<file path="src/rtl/dyn_scan_disp.sv">
// Multiplexed seven-segment scan driver: holds DIGITS hex digits with decimal points and
// time-multiplexes them onto shared segment lines, with a dark gap at the start of every slot
// to suppress ghosting and optional leading-zero blanking.
module dyn_scan_disp #(
  parameter int unsigned DIGITS    = 4,
  parameter int unsigned SCAN_DIV  = 1000,
  parameter int unsigned BLANK_CYC = 2
) (
  input  logic              Clk,
  input  logic              Reset,
  input  logic              En,
  input  logic              Lz_en,
  input  logic              Wr_en,
  input  logic [2:0]        Wr_addr,
  input  logic [3:0]        Wr_data,
  input  logic              Wr_dp,
  output logic [7:0]        Seg,
  output logic [DIGITS-1:0] Sl,
  output logic [2:0]        Digit_idx
);

  localparam int unsigned CntW = (SCAN_DIV > 1) ? $clog2(SCAN_DIV) : 1;

  typedef enum logic [1:0] {
    StIdle,
    StBlank,
    StDrive
  } state_e;

  state_e                 state_q, state_d;
  logic [CntW-1:0]        cnt_q, cnt_d;
  logic [2:0]             idx_q, idx_d;
  logic [DIGITS-1:0][3:0] val_q, val_d;
  logic [DIGITS-1:0]      dp_q, dp_d;
  logic [7:0]             seg_q, seg_d;
  logic [DIGITS-1:0]      sl_q, sl_d;

  // Digit currently addressed by the scan, plus its leading-zero status.
  logic [3:0] cur_val;
  logic       cur_dp;
  logic       lz_blank;

  // Standard common-cathode hex patterns, {g,f,e,d,c,b,a}.
  function automatic logic [6:0] hex7(input logic [3:0] v);
    logic [6:0] p;
    case (v)
      4'h0:    p = 7'h3F;
      4'h1:    p = 7'h06;
      4'h2:    p = 7'h5B;
      4'h3:    p = 7'h4F;
      4'h4:    p = 7'h66;
      4'h5:    p = 7'h6D;
      4'h6:    p = 7'h7D;
      4'h7:    p = 7'h07;
      4'h8:    p = 7'h7F;
      4'h9:    p = 7'h6F;
      4'hA:    p = 7'h77;
      4'hB:    p = 7'h7C;
      4'hC:    p = 7'h39;
      4'hD:    p = 7'h5E;
      4'hE:    p = 7'h79;
      default: p = 7'h71;
    endcase
    return p;
  endfunction

  // Digit register file update; out-of-range addresses match no entry and are dropped.
  always_comb begin
    val_d = val_q;
    dp_d  = dp_q;
    for (int unsigned i = 0; i < DIGITS; i++) begin
      if (Wr_en && (Wr_addr == 3'(i))) begin
        val_d[i] = Wr_data;
        dp_d[i]  = Wr_dp;
      end
    end
  end

  // Scan FSM: IDLE -> BLANK (dead time) -> DRIVE -> BLANK of next digit; En low always parks.
  always_comb begin
    state_d = state_q;
    cnt_d   = cnt_q;
    idx_d   = idx_q;
    case (state_q)
      StIdle: begin
        cnt_d = '0;
        idx_d = '0;
        if (En) state_d = StBlank;
      end
      StBlank: begin
        cnt_d = cnt_q + 1'b1;
        if (cnt_q == CntW'(BLANK_CYC - 1)) state_d = StDrive;
      end
      StDrive: begin
        if (cnt_q == CntW'(SCAN_DIV - 1)) begin
          cnt_d   = '0;
          idx_d   = (idx_q == 3'(DIGITS - 1)) ? 3'd0 : idx_q + 3'd1;
          state_d = StBlank;
        end else begin
          cnt_d = cnt_q + 1'b1;
        end
      end
      default: begin
        state_d = StIdle;
        cnt_d   = '0;
        idx_d   = '0;
      end
    endcase
    if (!En) begin
      state_d = StIdle;
      cnt_d   = '0;
      idx_d   = '0;
    end
  end

  // Select the scanned digit and decide whether it is a blankable leading zero.
  always_comb begin
    cur_val  = 4'h0;
    cur_dp   = 1'b0;
    lz_blank = Lz_en && (idx_q != 3'd0);
    for (int unsigned i = 0; i < DIGITS; i++) begin
      if (idx_q == 3'(i)) begin
        cur_val = val_q[i];
        cur_dp  = dp_q[i];
      end
      // Any non-zero or dotted digit at or above the slot stops it being a leading zero.
      if ((3'(i) >= idx_q) && ((val_q[i] != 4'h0) || dp_q[i])) lz_blank = 1'b0;
    end
  end

  // Next registered display outputs: dark unless driving a slot.
  always_comb begin
    seg_d = 8'h00;
    sl_d  = '1;
    if (state_q == StDrive) begin
      for (int unsigned i = 0; i < DIGITS; i++) begin
        if (idx_q == 3'(i)) sl_d[i] = 1'b0;
      end
      // Suppression only applies with dp clear, so blanking the whole byte is safe.
      seg_d = lz_blank ? 8'h00 : {cur_dp, hex7(cur_val)};
    end
  end

  // State, digit storage and output registers.
  always_ff @(posedge Clk or posedge Reset) begin
    if (Reset) begin
      state_q <= StIdle;
      cnt_q   <= '0;
      idx_q   <= '0;
      val_q   <= '0;
      dp_q    <= '0;
      seg_q   <= 8'h00;
      sl_q    <= '1;
    end else begin
      state_q <= state_d;
      cnt_q   <= cnt_d;
      idx_q   <= idx_d;
      val_q   <= val_d;
      dp_q    <= dp_d;
      seg_q   <= seg_d;
      sl_q    <= sl_d;
    end
  end

  assign Seg       = seg_q;
  assign Sl        = sl_q;
  assign Digit_idx = (state_q == StIdle) ? 3'd0 : idx_q;

endmodule

</file>
<file path="config.mk">
export PLATFORM = sky130hd
export DESIGN_NAME = dyn_scan_disp
export DESIGN_NICKNAME = d
export VERILOG_FILES = /design/src/rtl/dyn_scan_disp.sv
export SDC_FILE = /design/constraint.sdc
export NUM_CORES = 1
export LEC_CHECK = 0
export CAP_MARGIN = 5
export CORE_MARGIN = 4
export CORE_UTILIZATION = 31
export CTS_CLUSTER_DIAMETER = 50
export CTS_CLUSTER_SIZE = 8
export DETAILED_ROUTE_END_ITERATION = 7
export GPL_TIMING_DRIVEN = 0
export HOLD_SLACK_MARGIN = 0.03
export MAX_ROUTING_LAYER = met4
export PLACE_DENSITY = 0.61
export SKIP_CTS_REPAIR_TIMING = 1
export SLEW_MARGIN = 30
export SYNTH_ARGS = -nofsm -noshare
export SYNTH_HDL_FRONTEND = slang
export SYNTH_SLANG_ARGS = --single-unit
</file>
<file path="constraint.sdc">
create_clock -name Clk -period 4.8 [get_ports Clk]
set_input_delay 0.96 -clock Clk [delete_from_list [all_inputs] [get_ports Clk]]
set_output_delay 0.96 -clock Clk [all_outputs]
set_load 0.02 [all_outputs]
</file>
# --- After elaboration in Yosys (flattened, before gate mapping) ---
# Memories as Yosys holds them, arrays and structs flattened.
# Cells that the tools add are included.
# W data, S select, Z words.
classes:
  eq_ne: 13
  magnitude_cmp: 4
  n_mux: 31
  n_reduce_logical: 23
  add_sub_neg: 2
op_table:
  columns: ["cell", "count"]
  rows:
  - ["$mux W10", 2]
  - ["$mux W4", 5]
  - ["$pmux W10 S2", 1]
  - ["$mux W8", 2]
  - ["$reduce_bool A4 Y1", 4]
  - ["$eq A3 B2 Y1 const B", 4]
  - ["$mux W1", 12]
  - ["$mux W3", 4]
  - ["$add A10 B1 Y10 const B", 1]
  - ["$eq A10 B1 Y1 const B", 1]
  - ["$eq A10 B10 Y1 const B", 1]
  - ["$logic_and A1 B1 Y1", 9]
  - ["$eq A3 B1 Y1 const B", 2]
  - ["$ge A1 B3 Y1 const A", 2]
  - ["$ge A2 B3 Y1 const A", 2]
  - ["$logic_not A3 Y1", 2]
  - ["$mux W2", 3]
  - ["$ne A3 B3 Y1 const B", 2]
  - ["$pmux W2 S3", 1]
  - ["$pmux W3 S2", 1]
  - ["$logic_or A1 B1 Y1", 4]
  - ["$reduce_and A2 Y1", 2]
  - ["$add A3 B1 Y3 const B", 1]
  - ["$reduce_bool A3 Y1", 1]
  - ["other kinds (4)", 4]
totals:
  regBits: 47
  elab_cells: 87
  romBits: 112
  output_inout_bits: 15
  inputBits: 13
  n_memories: 1
mem_list:
  columns: ["memory", "depth", "width", "rd", "rd_clocked_by_memory_dff", "wr", "line_no", "source"]
  rows:
  - ["(name not given)", 16, 7, 1, 0, 0, "46", "case (v)"]

# --- Logic depth before layout (Yosys ltp) ---
logic_depth:
  ltp_word: 9
  depth_mapped: 13
  mapped_depth_nobuf: 11

# --- Least setup slack after synthesis ---
# Ideal clock, no wire load.
synth_path:
  path_kind: "register -> register"
  from: "register idx_q[0]"
  to: "register seg_q[1], in the netlist Seg[1]"
  path_buffers: 2
  path_stages_with_launch: 13
  synth_period_minus_slack_ns: 2.821
  setup_slack_ns: 1.979
  required_time_ns: 4.706
  setup_time_ns: 0.094
  arrival_time_ns: 2.727
  cell_sequence: "dfrtp_1 buf_6 inv_1 ha_1 inv_1 clkbuf_1 o21ai_0 a31o_2 a21oi_1 inv_1 ha_1 mux2_4 a221oi_2"
synth_via:
  elab_chain_cells: 8
  word_cells_on_any_way: 25
  cone_classes: "order compare (4); eq/ne (3); mux (10); reduce/logical (7); memory (1)"
synth_lines:
  columns: ["item", "line_no", "source"]
  rows:
  - ["start, declared", "32", "logic [2:0] idx_q, idx_d;"]
  - ["start signal, assigned", "157", "idx_q <= idx_d;"]
  - ["$logic_not A3 Y1, or another cell as far along", "122", "if (idx_q == 3'(i)) begin"]
  - ["$mux W4, or another cell as far along", "122", null]
  - ["$mux W4 or $mux W1 (tied branches) (3 in a row)", "122, 127", null]
  - ["$mem_v2 Z16 W7 or $mux W1 (tied branches)", null, null]
  - ["$mux W8 *", "140", "seg_d = lz_blank ? 8'h00 : {cur_dp, hex7(cur_val)};"]
  - ["$mux W8 *", "135", "if (state_q == StDrive) begin"]
  - ["via seg_d[1]", "35", "logic [7:0] seg_q, seg_d;"]
  - ["end signal, assigned", "160", "seg_q <= seg_d;"]
  - ["end, declared", "35", null]
# Mark *: on every way through the listed nets, which the timed path passes. The rest lies on a longest branch.
# A chain may end at the register's enable or synchronous reset.

# --- Final worst setup path ---
# Ends and elaborated chain as after synthesis.

==> qor.log <==
INFO  routing        drtIter0Drc=78
INFO  routing        route.final.wire_length=5.66mm
INFO  yosys          async_set_reset_flop_share_out_of_synthesis=100%
INFO  grt            grt_start_max_net_pins=48
INFO  die            start_util=32.1%
INFO  grt            grt_first_pass_wirelength=9.56mm
INFO  timing         drv_slew=0
INFO  timing         clk_skew=0.00886ns
INFO  layout         postLayoutCoreUtil=38.4%
INFO  routing        detail_route.drc_violations=0
INFO  layout         num-nets-final=315
INFO  placed_design  gp_congestion=0.841
INFO  die            dieArea=0.0101sqmm
INFO  cts            cts_inserted_buffers=5
INFO  timing         period_minus_slack=3.42ns
INFO  timing         hold_ws=0.517ns
INFO  setup_path     worstSetupEndpointType=register
INFO  setup_path     worst-setup-path-type=register to register
INFO  timing         worst_slew_pin_slew=0.626ns
INFO  hold_path      worstHoldStart=cnt_q[0]$_DFF_PP0_
INFO  routing        detailroute.via_count=1985
INFO  flow_run       maxCapViolations=0
INFO  cts            htree_levels=2
INFO  timing         timing.slew.headroom=58.3%
INFO  timing         setup_viol=0
INFO  die            core.rowCount=33
INFO  die            die_w=101um
INFO  placed_design  place_area=0.00308sqmm
INFO  yosys          synthesis.instances=253
INFO  layout         area_delta_synth_final=19.5%
INFO  status         status=finished clean
INFO  cts            cts_tree=yes
INFO  layout         drive_above_1_share=16.7%
INFO  hold_path      hold_depth=1
INFO  layout         insertedDiodeCount=0
INFO  routing        post_drt_wl_per_cell=14.4um
INFO  yosys          ys_seq_elements=47
INFO  yosys          synthesis.nets=281
INFO  die            core-area=0.00830sqmm
INFO  hold_path      hold_path.class=register to register
INFO  setup_path     worst_setup_path_start_kind=register
INFO  setup_path     worst-r2r-cell-count=12
INFO  grt            globalRouteOverflowTotal=0
INFO  cts            worst_setup_hold_path_clk_slew=0.09ns
INFO  routing        routed_antenna_nets=0
INFO  grt            grt_pass1_vias=1936
INFO  cts            cts.path.max_buffers=2
INFO  setup_path     cpMaxStageDelayCell=sky130_fd_sc_hd__a21oi_1
INFO  die            die-height=101um
INFO  power          ir_drop=0.000134V
INFO  setup_path     worst_path_most_repeated_cell=sky130_fd_sc_hd__inv_1
INFO  placed_design  port-buffer-count=27
INFO  hold_path      min_to=cnt_q[0]$_DFF_PP0_
INFO  routing        detail_route.vias_per_cell=5.05
INFO  timing         clock.fmax=292MHz
INFO  timing         setup_tns=0ns
INFO  yosys          synthesis.area=0.00267sqmm
INFO  cts            clock_sinks=47
INFO  timing         rsz0062_at_grt=no
INFO  yosys          distinct_cell_type_count_after_synthesis=56
INFO  grt            global_route.usage.total=12.3%
INFO  setup_path     worstReg2RegStart=idx_q[0]$_DFFE_PP0P_
INFO  timing         post-route-period-util=71.3%
INFO  setup_path     worst-endpoint-required=5.01ns
INFO  setup_path     timing.critical_path.slowest_cell_delay=0.49ns
INFO  placed_design  detailedPlacementHpwl=4.28mm
INFO  cts            insertion_delay=0.31ns
INFO  setup_path     regToRegSetupSlack=1.38ns
INFO  die            design.portCount=28
INFO  yosys          synth-seq-area-share=44.3%
INFO  layout         fin_area=0.00319sqmm
INFO  yosys          yosys_warnings=0
INFO  setup_path     cp_cell_sequence=buf_6 > inv_1 > ha_1 > inv_1 > clkbuf_1 > o21ai_0 > a31o_2 > a21oi_1 > inv_1 > ha_1 > mux2_4 > a221oi_2
INFO  setup_path     reg2reg_to=Seg[1]$_DFF_PP0_
INFO  timing         final_hold_viol_count=0
INFO  power          report.power.total=0.00135W
INFO  grt            grt_antenna_before_repair=0
INFO  power          leakagePower=1.34nW
INFO  power          power_density=424mW/mm^2
INFO  cts            clock_tree.root_cell=sky130_fd_sc_hd__clkbuf_8
INFO  setup_path     worstPathMaxFanout=10
INFO  yosys          primary_flip_flop_cell_chosen_by_synthesis_mapping=sky130_fd_sc_hd__dfrtp_1
INFO  yosys          synth-edff-count=0
INFO  yosys          syn_area_per_cell=10.5squm
INFO  setup_path     worstPathArrival=3.63ns
INFO  routing        number_of_detailed_routing_iterations_run_before_antenna_repair=4
## metrics by stage
step | setup slack (ns) | cells
3_5_place_dp | 1.39 | 385
5_1_grt | 1.11 | 393
6_report | 1.38 | 393
2_1_floorplan | 1.98 | 253
3_3_place_gp | 1.50 | 385
4_1_cts | 1.36 | 393
## worst max-delay path by stage
| stage | start | endpoint | slack [ns] | cells after the start |
|---|---|---|---|---|
| global placement | idx_q[0]$_DFFE_PP0P_ | Seg[1]$_DFF_PP0_ | 1.50 | 12 |
| global route | idx_q[0]$_DFFE_PP0P_ | Seg[1]$_DFF_PP0_ | 1.11 | 12 |
| finish | idx_q[0]$_DFFE_PP0P_ | Seg[1]$_DFF_PP0_ | 1.38 | 12 |
| CTS | idx_q[0]$_DFFE_PP0P_ | Seg[1]$_DFF_PP0_ | 1.36 | 12 |
| floorplan | idx_q[0]$_DFFE_PP0P_ | Seg[1]$_DFF_PP0_ | 1.98 | 12 |
| detailed placement | idx_q[0]$_DFFE_PP0P_ | Seg[1]$_DFF_PP0_ | 1.39 | 12 |
## final cells by class
| cell class | instances | area [sq um] |
|---|---|---|
| Multi-Input combinational cell | 185 | 1390 |
| Tap cell | 105 | 131 |
| Timing Repair Buffer | 27 | 270 |
| Buffer | 8 | 52.6 |
| Clock buffer | 6 | 72.6 |
| Inverter | 13 | 51.3 |
| Clock inverter | 2 | 37.5 |
| Sequential cell | 47 | 1180 |
| Fill cell | 828 | 5110 |
## synthesized netlist by cell type (3+ instances only)
| master | instances | area share [%] |
|---|---|---|
| sky130_fd_sc_hd__dfrtp_1 | 43 | 40 |
| sky130_fd_sc_hd__nor2_1 | 22 | 3.1 |
| sky130_fd_sc_hd__nand2_1 | 20 | 2.8 |
| sky130_fd_sc_hd__mux2_2 | 19 | 8.0 |
| sky130_fd_sc_hd__ha_1 | 15 | 7.0 |
| sky130_fd_sc_hd__inv_1 | 13 | 1.8 |
| sky130_fd_sc_hd__nand3_1 | 10 | 1.9 |
| sky130_fd_sc_hd__o21ai_0 | 8 | 1.5 |
| sky130_fd_sc_hd__nor3_1 | 7 | 1.3 |
| sky130_fd_sc_hd__and3_1 | 6 | 1.4 |
| sky130_fd_sc_hd__a21oi_1 | 5 | 0.94 |
| sky130_fd_sc_hd__mux2i_1 | 5 | 1.9 |
| sky130_fd_sc_hd__xnor2_1 | 5 | 1.6 |
| sky130_fd_sc_hd__dfstp_2 | 4 | 3.9 |
| sky130_fd_sc_hd__a211oi_1 | 3 | 0.85 |
| sky130_fd_sc_hd__a311oi_1 | 3 | 0.99 |
| sky130_fd_sc_hd__clkbuf_1 | 3 | 0.42 |
| sky130_fd_sc_hd__nand3b_1 | 3 | 0.85 |
| sky130_fd_sc_hd__nor3b_1 | 3 | 0.85 |
| sky130_fd_sc_hd__nor4b_1 | 3 | 0.99 |
| sky130_fd_sc_hd__o221a_2 | 3 | 1.3 |
| sky130_fd_sc_hd__xor2_1 | 3 | 0.99 |
## flip-flops by register name (all words and copies together) (netlist names)
signal,cells
Sl,4
cnt_q,10
val_q,16
idx_q,3
state_q,2
dp_q,4
Seg,8
## cells by family (layout without fill, tap and decap cells)
logic type | after synthesis | count (layout) | synth area share (%)
simple gates | 92 | 92 | 18.3
flops | 47 | 47 | 44.3
compound gates | 45 | 45 | 13.5
mux | 25 | 25 | 10.5
buf+inv | 21 | 56 | 3.80
fa+ha+maj | 15 | 15 | 7.04
xor+xnor | 8 | 8 | 2.63
## metal layers
| metal | global-route usage (%) | share of wire, % | up-vias |
|---|---|---|---|
| met2 | 18.9 | 46 | 51 |
| met4 | 4.87 | 2.0 | 0 |
| li1 | - | - | 979 |
| met1 | 15.7 | 47 | 946 |
| met5 | - | 0 | - |
| met3 | 2.63 | 5.4 | 9 |
## layout by cell type, fill, tap and decap left out, types with 2 or more instances in the layout
cell type,netlist,layout
sky130_fd_sc_hd__a211oi_1,3,3
sky130_fd_sc_hd__a211oi_2,2,2
sky130_fd_sc_hd__a21o_1,2,2
sky130_fd_sc_hd__a21oi_1,5,5
sky130_fd_sc_hd__a2bb2oi_1,2,2
sky130_fd_sc_hd__a311oi_1,3,3
sky130_fd_sc_hd__a31oi_1,2,2
sky130_fd_sc_hd__and2_1,2,2
sky130_fd_sc_hd__and3_1,6,6
sky130_fd_sc_hd__buf_4,2,2
sky130_fd_sc_hd__buf_6,2,2
sky130_fd_sc_hd__clkbuf_1,3,4
sky130_fd_sc_hd__clkbuf_8,0,5
sky130_fd_sc_hd__clkdlybuf4s50_1,0,27
sky130_fd_sc_hd__dfrtp_1,43,43
sky130_fd_sc_hd__dfstp_2,4,4
sky130_fd_sc_hd__ha_1,15,15
sky130_fd_sc_hd__inv_1,13,12
sky130_fd_sc_hd__mux2_2,19,19
sky130_fd_sc_hd__mux2i_1,5,5
sky130_fd_sc_hd__nand2_1,20,20
sky130_fd_sc_hd__nand3_1,10,10
sky130_fd_sc_hd__nand3b_1,3,3
sky130_fd_sc_hd__nand4_1,2,2
sky130_fd_sc_hd__nand4b_1,2,2
sky130_fd_sc_hd__nor2_1,22,22
sky130_fd_sc_hd__nor2b_1,2,2
sky130_fd_sc_hd__nor3_1,7,7
sky130_fd_sc_hd__nor3b_1,3,3
sky130_fd_sc_hd__nor4b_1,3,2
sky130_fd_sc_hd__o211a_1,2,2
sky130_fd_sc_hd__o211ai_1,2,2
sky130_fd_sc_hd__o21ai_0,8,8
sky130_fd_sc_hd__o221a_2,3,3
sky130_fd_sc_hd__or4_1,2,2
sky130_fd_sc_hd__xnor2_1,5,5
sky130_fd_sc_hd__xor2_1,3,3
## critical path, delay by kind of cell, from the launching register on
family | cells | cell delay, ns
compound gates | 4 | 1.13
mux | 1 | 0.28
buf+inv | 5 | 0.87
flops | 1 | 0.42
fa+ha+maj | 2 | 0.62
## where the power goes
group / total, W / switching [W] / internal (W)
clock network: 0.000289 / 0.000134 / 0.000155
registers: 0.000524 / 0.0000542 / 0.000470
logic: 0.000537 / 0.000290 / 0.000247
total: 0.00135 / 0.000478 / 0.000872
Power figures use the tool's default switching activity.
